**src/rtl/adc_readout_arbiter.sv**
```systemverilog
// Round-robin readout of the eight ADC deserializer FIFOs. Each popped set of
// four samples is emitted as two tagged 32-bit words on a valid/ready stream.
module adc_readout_arbiter #(
    parameter int NCHAN    = 8,
    parameter int SAMPLE_W = 10
) (
    input  logic                      clk,
    input  logic                      reset,
    input  logic                      enable,
    input  logic [NCHAN-1:0]          chan_mask,
    input  logic [NCHAN-1:0]          buffer_empty,
    output logic [NCHAN-1:0]          buffer_rdreq,
    input  logic [NCHAN*SAMPLE_W-1:0] buffer_data_a,
    input  logic [NCHAN*SAMPLE_W-1:0] buffer_data_b,
    input  logic [NCHAN*SAMPLE_W-1:0] buffer_data_c,
    input  logic [NCHAN*SAMPLE_W-1:0] buffer_data_d,
    output logic [31:0]               out_data,
    output logic                      out_valid,
    input  logic                      out_ready,
    output logic                      busy,
    output logic [15:0]               sets_read
);

    localparam int CHAN_W = 3;
    localparam int SEQ_W  = 7;

    typedef enum logic [2:0] {
        ST_IDLE    = 3'd0,
        ST_READ    = 3'd1,
        ST_CAPTURE = 3'd2,
        ST_WORD0   = 3'd3,
        ST_WORD1   = 3'd4
    } state_t;

    function automatic logic [31:0] pack_word(
        input logic [1:0]          tag,
        input logic [CHAN_W-1:0]   chan,
        input logic [SEQ_W-1:0]    seq,
        input logic [SAMPLE_W-1:0] hi,
        input logic [SAMPLE_W-1:0] lo
    );
        return {tag, chan, seq, hi, lo};
    endfunction

    logic                rst_meta_r;
    logic                rst_sync_r;

    state_t              state_r;
    state_t              state_s;

    logic [SAMPLE_W-1:0] samp_a_s [NCHAN];
    logic [SAMPLE_W-1:0] samp_b_s [NCHAN];
    logic [SAMPLE_W-1:0] samp_c_s [NCHAN];
    logic [SAMPLE_W-1:0] samp_d_s [NCHAN];

    logic [NCHAN-1:0]    elig_s;
    logic                hit_s;
    logic [CHAN_W-1:0]   pick_s;
    logic [CHAN_W-1:0]   cand_s;

    logic [CHAN_W-1:0]   sel_chan_r;
    logic [CHAN_W-1:0]   sel_chan_s;
    logic [CHAN_W-1:0]   last_chan_r;
    logic [CHAN_W-1:0]   last_chan_s;
    logic [SAMPLE_W-1:0] samp_c_r;
    logic [SAMPLE_W-1:0] samp_c_nxt_s;
    logic [SAMPLE_W-1:0] samp_d_r;
    logic [SAMPLE_W-1:0] samp_d_nxt_s;
    logic [SEQ_W-1:0]    seq_r [NCHAN];
    logic [SEQ_W-1:0]    cur_seq_s;

    logic [NCHAN-1:0]    rdreq_r;
    logic [NCHAN-1:0]    rdreq_s;
    logic [31:0]         out_data_r;
    logic [31:0]         out_data_s;
    logic                out_valid_r;
    logic                out_valid_s;
    logic                busy_r;
    logic                busy_s;
    logic [15:0]         sets_read_r;
    logic                commit_s;

    // Reset synchronizer: assertion is immediate, release follows two clock edges
    always_ff @(posedge clk or negedge reset) begin
        if (!reset) begin
            rst_meta_r <= 1'b0;
            rst_sync_r <= 1'b0;
        end else begin
            rst_meta_r <= 1'b1;
            rst_sync_r <= rst_meta_r;
        end
    end

    // Split the flat per-channel sample buses into indexable arrays
    always_comb begin
        for (int i = 0; i < NCHAN; i++) begin
            samp_a_s[i] = buffer_data_a[i*SAMPLE_W +: SAMPLE_W];
            samp_b_s[i] = buffer_data_b[i*SAMPLE_W +: SAMPLE_W];
            samp_c_s[i] = buffer_data_c[i*SAMPLE_W +: SAMPLE_W];
            samp_d_s[i] = buffer_data_d[i*SAMPLE_W +: SAMPLE_W];
        end
    end

    // Round-robin search starting just after the last serviced channel
    always_comb begin
        elig_s = enable ? (chan_mask & ~buffer_empty) : {NCHAN{1'b0}};
        hit_s  = 1'b0;
        pick_s = {CHAN_W{1'b0}};
        cand_s = {CHAN_W{1'b0}};
        for (int k = 1; k <= NCHAN; k++) begin
            cand_s = last_chan_r + CHAN_W'(k);
            if (!hit_s && elig_s[cand_s]) begin
                hit_s  = 1'b1;
                pick_s = cand_s;
            end else begin
                hit_s  = hit_s;
            end
        end
    end

    assign cur_seq_s = seq_r[sel_chan_r];

    // Next-state and next-output logic for the readout FSM
    always_comb begin
        state_s      = state_r;
        sel_chan_s   = sel_chan_r;
        last_chan_s  = last_chan_r;
        samp_c_nxt_s = samp_c_r;
        samp_d_nxt_s = samp_d_r;
        rdreq_s      = {NCHAN{1'b0}};
        out_data_s   = out_data_r;
        out_valid_s  = out_valid_r;
        commit_s     = 1'b0;
        case (state_r)
            ST_IDLE: begin
                if (hit_s) begin
                    sel_chan_s = pick_s;
                    rdreq_s    = {{(NCHAN-1){1'b0}}, 1'b1} << pick_s;
                    state_s    = ST_READ;
                end else begin
                    state_s    = ST_IDLE;
                end
            end
            ST_READ: begin
                state_s = ST_CAPTURE;
            end
            // FIFO output is valid this cycle; word 0 is built straight from it
            ST_CAPTURE: begin
                samp_c_nxt_s = samp_c_s[sel_chan_r];
                samp_d_nxt_s = samp_d_s[sel_chan_r];
                out_data_s   = pack_word(2'b10, sel_chan_r, cur_seq_s,
                                         samp_a_s[sel_chan_r], samp_b_s[sel_chan_r]);
                out_valid_s  = 1'b1;
                state_s      = ST_WORD0;
            end
            ST_WORD0: begin
                if (out_ready) begin
                    out_data_s = pack_word(2'b01, sel_chan_r, cur_seq_s,
                                           samp_c_r, samp_d_r);
                    state_s    = ST_WORD1;
                end else begin
                    state_s    = ST_WORD0;
                end
            end
            ST_WORD1: begin
                if (out_ready) begin
                    out_valid_s = 1'b0;
                    commit_s    = 1'b1;
                    last_chan_s = sel_chan_r;
                    state_s     = ST_IDLE;
                end else begin
                    state_s     = ST_WORD1;
                end
            end
            default: begin
                out_valid_s = 1'b0;
                state_s     = ST_IDLE;
            end
        endcase
        busy_s = (state_s != ST_IDLE);
    end

    // FSM state register
    always_ff @(posedge clk or negedge rst_sync_r) begin
        if (!rst_sync_r) begin
            state_r <= ST_IDLE;
        end else begin
            state_r <= state_s;
        end
    end

    // Channel bookkeeping, latched samples and registered outputs
    always_ff @(posedge clk or negedge rst_sync_r) begin
        if (!rst_sync_r) begin
            sel_chan_r  <= {CHAN_W{1'b0}};
            last_chan_r <= 3'd7;
            samp_c_r    <= {SAMPLE_W{1'b0}};
            samp_d_r    <= {SAMPLE_W{1'b0}};
            rdreq_r     <= {NCHAN{1'b0}};
            out_data_r  <= 32'h0000_0000;
            out_valid_r <= 1'b0;
            busy_r      <= 1'b0;
            sets_read_r <= 16'h0000;
        end else begin
            sel_chan_r  <= sel_chan_s;
            last_chan_r <= last_chan_s;
            samp_c_r    <= samp_c_nxt_s;
            samp_d_r    <= samp_d_nxt_s;
            rdreq_r     <= rdreq_s;
            out_data_r  <= out_data_s;
            out_valid_r <= out_valid_s;
            busy_r      <= busy_s;
            sets_read_r <= commit_s ? (sets_read_r + 16'd1) : sets_read_r;
        end
    end

    // Per-channel sequence counters, advanced once both words are accepted
    always_ff @(posedge clk or negedge rst_sync_r) begin
        if (!rst_sync_r) begin
            for (int i = 0; i < NCHAN; i++) begin
                seq_r[i] <= {SEQ_W{1'b0}};
            end
        end else begin
            for (int i = 0; i < NCHAN; i++) begin
                if (commit_s && (sel_chan_r == CHAN_W'(i))) begin
                    seq_r[i] <= seq_r[i] + 7'd1;
                end else begin
                    seq_r[i] <= seq_r[i];
                end
            end
        end
    end

    assign buffer_rdreq = rdreq_r;
    assign out_data     = out_data_r;
    assign out_valid    = out_valid_r;
    assign busy         = busy_r;
    assign sets_read    = sets_read_r;

endmodule

```
**config.mk**
```make
export PLATFORM = sky130hd
export DESIGN_NAME = adc_readout_arbiter
export DESIGN_NICKNAME = d
export VERILOG_FILES = /design/src/rtl/adc_readout_arbiter.sv
export SDC_FILE = /design/constraint.sdc
export NUM_CORES = 1
export LEC_CHECK = 0
export BUFFER_PORTS_ARGS = -buffer_cell sky130_fd_sc_hd__buf_2
export CAP_MARGIN = 0
export CORE_MARGIN = 3
export CORE_UTILIZATION = 25
export DETAILED_ROUTE_END_ITERATION = 10
export GPL_ROUTABILITY_DRIVEN = 1
export GPL_TIMING_DRIVEN = 1
export PLACE_DENSITY = 0.46
export SYNTH_ARGS = -nofsm -noshare
export SYNTH_HDL_FRONTEND = slang
export SYNTH_SLANG_ARGS = --single-unit
```
**constraint.sdc**
```tcl
create_clock -name clk -period 12.1 [get_ports clk]
set_input_delay 2.42 -clock clk [delete_from_list [all_inputs] [get_ports clk]]
set_output_delay 2.42 -clock clk [all_outputs]
set_load 0.01 [all_outputs]
```
# Word level (Yosys, flattened, before mapping)
# Index checks and enable logic that the tools add are counted.
dict set report totals {
  register_bits 145
  output_inout_bits 58
  word_cells 154
  input_bits 340
}
dict set report classes {
  muxes 60
  n_lt_le_gt_ge 9
  n_eq_ne 13
  bitwise_logic 4
  n_shift 1
  reduce_logical 31
  addsub 16
}
# op count
set ops {}
lappend ops {{$bmux 10 s3} 4}
lappend ops {{$mux 10} 8}
lappend ops {{$pmux 32 s2} 1}
lappend ops {{$add 7x1->7 const B} 8}
lappend ops {{$lt 3x4->1 const B} 8}
lappend ops {{$mux 32} 1}
lappend ops {{$mux 3} 10}
lappend ops {{$bmux 1 s3} 8}
lappend ops {{$mux 8} 3}
lappend ops {{$bmux 7 s3} 1}
lappend ops {{$mux 1} 20}
lappend ops {{$add 16x1->16 const B} 1}
lappend ops {{$eq 3x3->1 const B} 5}
lappend ops {{$logic_and 1x1->1} 15}
lappend ops {{$pmux 3 s5} 1}
lappend ops {{$mux 7} 2}
lappend ops {{$add 3x3->3 const B} 4}
lappend ops {{$eq 3x2->1 const B} 4}
lappend ops {{$and 8x8->8} 1}
lappend ops {{$not 8->8} 1}
lappend ops {{$reduce_and 2->1} 4}
lappend ops {{$shl 1x3->8 const A} 1}
lappend ops {{$logic_not 1->1} 7}
lappend ops {{$add 3x2->3 const B} 2}
lappend ops {{11 further kinds} 14}

# Longest topological paths before layout
dict set report logic_depth {
  word_depth 30
  depth_mapped 12
  mapped_depth_nobuf 10
}

# Worst setup path before layout
# OpenSTA, ideal clock, no wires.
dict set report synth_timing {
  kind {input to register}
  startpoint {in chan_mask[6]}
  endpoint {reg busy_r (netlist: busy)}
  stages 7
  setup_time_ns 0.131
  t_arrival_ns 4.374
  t_required_ns 11.969
  path_slack_ns 7.595
  path_buffers 0
  cell_sequence {nor2b_1 > mux4_2 > mux2_2 > a211oi_4 > a31oi_2 > a21o_1 > or3_1}
}
dict set report synth_via {
  elab_chain_cells 29
  elab_cells_between_ends 43
  cone_classes {mux: 27; bitwise: 1; reduce/logical: 15}
}
# item line
set synth_rtl {}
lappend synth_rtl {{start: declaration} 10} ;# input logic [NCHAN-1:0] chan_mask,
lappend synth_rtl {{$and 8x8->8 (*)} 106} ;# elig_s = enable ? (chan_mask & ~buffer_empty) : {NCHAN{1'b0}};
lappend synth_rtl {{$mux 8 (*)} 106}
lappend synth_rtl {{$bmux 1 s3} 112} ;# if (!hit_s && elig_s[cand_s]) begin
lappend synth_rtl {{$mux 1 (not written as such)} 112}
lappend synth_rtl {{$mux 1} 112}
lappend synth_rtl {{$logic_not 1->1} 112}
lappend synth_rtl {{$logic_and 1x1->1} 112}
lappend synth_rtl {{$mux 1} 112}
lappend synth_rtl {{(+15 left out)} -}
lappend synth_rtl {{$logic_not 1->1} 112}
lappend synth_rtl {{$logic_and 1x1->1} 112}
lappend synth_rtl {{$mux 1 (*)} 112}
lappend synth_rtl {{$mux 1 (*)} 136} ;# if (hit_s) begin
lappend synth_rtl {{$pmux 3 s5 (*)} 134} ;# case (state_r)
lappend synth_rtl {{via state_s[0]} 49} ;# state_t state_s;
lappend synth_rtl {{$reduce_bool 3->1 (*)} 180} ;# busy_s = (state_s != ST_IDLE);
lappend synth_rtl {{via busy_s} 79} ;# logic busy_s;
lappend synth_rtl {{end signal: assignment} 212} ;# busy_r <= busy_s;
lappend synth_rtl {{end: declaration} 78} ;# logic busy_r;
# The timed path passes the listed nets; every way through them passes the cells marked *. The select of a mux whose other input is x is not followed.
# A chain may end at the register's enable or synchronous reset.

# Worst setup path in the final report
dict set report layout_timing {
  startpoint {in chan_mask[4]}
  endpoint {reg busy_r (netlist: busy)}
}
# The elaborated chain is that of the path after synthesis.

==> reports/metrics.yaml <==
sta:
  final_min_period_over_clock_period_pct: 36.4
  fin_worst_skew_ns: 0.0138
  worstMarginPinSlew_ns: 0.954
  hold_viol: 0
  layout_setup_ws_ns: 7.69
  rsz0062_at_grt: "false"
  max-slew-margin-rel_pct: 36.4
  slew_violations: 0
  finalCriticalPeriod_ns: 4.41
  max_freq_mhz: 227
  setup_total_negative_slack_ns: 0
  fin_worst_hold_slack_ns: 0.345
  report.final.setup_viol: 0
finish:
  num_antenna_cells: 0
  area_delta_synth_final_pct: 32.1
  mostFrequentLayoutCell: "sky130_fd_sc_hd__buf_2"
  final_layout_size_suffix_gt1_share_pct: 48.5
  fill_cells: 3863
  layout_common_cells: "sky130_fd_sc_hd__buf_2 (397), sky130_fd_sc_hd__dfrtp_1 (138), sky130_fd_sc_hd__mux4_2 (107)"
  final_instance_area_mm2: 0.0127
  finish.net_count: 1537
critical_path:
  cp-end-kind: "flip-flop"
  crit_required_ns: 12.40
  worst_ep_arrival_time_ns: 4.70
  crit_path_max_incr_delay_ns: 0.51
  critical_path.cell_chain: "buf_2 > nor2b_1 > mux4_2 > mux2_2 > a211oi_4 > a31oi_2 > a21o_1 > or3_1"
  timing.critical_path.max_delay_family: "multiplexers"
  sum_of_buffers_and_inverters_on_the_critical_path: 1
  worst-path-max-fanout: 6
  timing.setup.critical_path_class: "in -> reg"
  worst_path_max_delay_cell: "sky130_fd_sc_hd__mux4_2"
  startpoint_type: "primary input"
placed_design:
  detailed_place.area_mm2: 0.0121
  dp_hpwl_mm: 26.7
  dp_slack_ns: 7.24
  io_buffers: 397
  final_wtd_congestion: 0.829
clock_tree:
  post_cts_setup_inserts: 0
  path_clk_slew_ns: 0.07
  cts_root_buf: "sky130_fd_sc_hd__clkbuf_16"
  cts_hold_repair.buffers: 0
  cts_tree: "built"
  worst_skew_pair.late_latency_ns: 0.42
  clock_tree.buffer_depth: 2
  cts_max_level: 4
  post_cts_resized: 0
  cts-buffers-inserted: 17
  cts.sink_count: 145
hold_path:
  timing.hold.worst.class: "reg -> async"
logic_synthesis:
  post_synth_inst_count: 813
  dominantRegCellSynth: "sky130_fd_sc_hd__dfrtp_1"
  netlist_area_mm2: 0.00958
  synth_cell_types: 63
  mappedNetlistNets: 1164
  syn_avg_cell_area_um2: 11.8
  synth_enable_flop_cells: 0
  synth_sequential_area_ratio_pct: 37.9
  yosysWarnings: 0
  async_reset_ff_share_pct: 100
  yosys_register_bits: 145
global_route:
  grtUsageTotal_pct: 16.2
  grt_start_max_net_pins: 64
  antenna_found_initial: 2
  grt_overflow: 0
  global_route_wire_length_before_repair_mm: 51.3
  grt_pass1_vias: 8410
outcome:
  run_status: "completed"
drt:
  vias: 8188
  drt-total-wl_mm: 33.6
  vias_per_cell: 4.79
  antenna_violating_nets_post_route: 0
  drtPass1Iterations: 5
  post_drt_wl_per_cell_um: 19.6
  drc: 0
  initialDrtViolationCount: 536
floorplan:
  design.core.area_mm2: 0.0378
  chipWidth_um: 202
  die-height_um: 202
  num_rows: 71
  number_of_placed_i_o_pins: 398
  initial_cell_density_of_the_core_pct: 25.4
  fp.dieArea_mm2: 0.0407
power:
  design_power_total_uw: 2710
  power_leakage_uw: 0.00590
  pwr_density_cell_mw_per_mm2: 214
  ir_drop_v: 0.000103
run:
  cap_violations: 0
## sequential cells by signal (all words and copies together) (netlist names)
signal / cells
sel_chan_r: 3
rst_sync_r: 1
rst_meta_r: 1
out_valid: 1
seq_r: 56
out_data: 32
busy: 1
state_r: 3
samp_c_r: 10
samp_d_r: 10
last_chan_r: 3
sets_read: 16
buffer_rdreq: 8
## final cells by class
type	instances	area, um2	area share (%)
Tap cell	511	639	5.05
Timing Repair Buffer	406	2050	16.2
Inverter	6	25.0	0.198
Clock buffer	18	429	3.39
Multi-Input combinational cell	610	5720	45.2
Clock inverter	14	141	1.12
Sequential cell	145	3650	28.8
## routing by layer
metal | share of wire (%) | vias up | track usage [%]
met5 | 0.051 | - | 0
met4 | 1.3 | 2 | 3.44
met3 | 6.4 | 30 | 3.66
met2 | 49 | 275 | 26.8
met1 | 44 | 4052 | 22.0
li1 | - | 3829 | -
## through the flow
stage | util [%] | std cells
6_report | 33.5 | 1710
5_1_grt | 33.5 | 1710
4_1_cts | 33.5 | 1710
3_5_place_dp | 32.0 | 1678
3_3_place_gp | 32.0 | 1678
2_1_floorplan | - | 813
## synthesized netlist by cell type, types with 2 or more instances
cell,number,share of area (%)
sky130_fd_sc_hd__dfrtp_1,142,37
sky130_fd_sc_hd__mux4_2,107,25
sky130_fd_sc_hd__nand2_1,90,3.5
sky130_fd_sc_hd__o21ai_0,58,3.0
sky130_fd_sc_hd__mux2i_1,52,5.4
sky130_fd_sc_hd__nor2_1,45,1.8
sky130_fd_sc_hd__xnor2_1,45,4.1
sky130_fd_sc_hd__a21oi_1,29,1.5
sky130_fd_sc_hd__clkbuf_1,28,1.1
sky130_fd_sc_hd__xor2_1,22,2.0
sky130_fd_sc_hd__nand3_1,17,0.89
sky130_fd_sc_hd__nand4_1,17,1.1
sky130_fd_sc_hd__buf_1,16,0.63
sky130_fd_sc_hd__mux2_2,16,1.9
sky130_fd_sc_hd__nor3_1,14,0.73
sky130_fd_sc_hd__nand2b_1,12,0.78
sky130_fd_sc_hd__ha_1,11,1.4
sky130_fd_sc_hd__nor2b_1,11,0.72
sky130_fd_sc_hd__and3_1,10,0.65
sky130_fd_sc_hd__and2_1,5,0.33
sky130_fd_sc_hd__buf_2,5,0.26
sky130_fd_sc_hd__a211oi_1,4,0.31
sky130_fd_sc_hd__inv_1,4,0.16
sky130_fd_sc_hd__dfstp_2,3,0.82
sky130_fd_sc_hd__o21ai_1,3,0.16
sky130_fd_sc_hd__o31ai_1,3,0.24
sky130_fd_sc_hd__a211o_1,2,0.18
sky130_fd_sc_hd__a21o_1,2,0.16
sky130_fd_sc_hd__a22oi_1,2,0.16
sky130_fd_sc_hd__a31oi_2,2,0.26
sky130_fd_sc_hd__buf_6,2,0.24
sky130_fd_sc_hd__o211ai_1,2,0.16
sky130_fd_sc_hd__or3_1,2,0.13
## path summary, 6_finish.rpt
path,from,cells after the start,to,slack (ns)
worst min-delay path,rst_sync_r,0,out_data[24],0.35
max in group asynchronous,reset,1,rst_sync_r,10.19
min in group clk,rst_meta_r,0,rst_sync_r,0.35
worst max register to register,last_chan_r[0],10,busy,8.48
worst max-delay path,chan_mask[4],8,busy,7.69
worst min register to register,rst_sync_r,0,out_data[24],0.35
## logic make-up (layout without fill, tap and decap cells)
| logic type | count (synthesis) | in the layout | synth area share, % |
|---|---|---|---|
| simple gates | 229 | 229 | 11.2 |
| mux | 175 | 175 | 32.5 |
| flops | 145 | 145 | 37.9 |
| compound gates | 127 | 127 | 8.28 |
| xor+xnor | 67 | 67 | 6.12 |
| buf+inv | 58 | 444 | 2.56 |
| fa+ha+maj | 11 | 11 | 1.44 |
| other cells | 1 | 1 | 0.0391 |
## power breakdown
part           internal (uW)  total (uW)  switching (uW)  leakage [uW]
clock network            276         521             246      0.000284
logic                    664        1420             751       0.00375
registers                611         772             161       0.00187
total                   1550        2710            1160       0.00590
(Power assumes the default switching activity.)
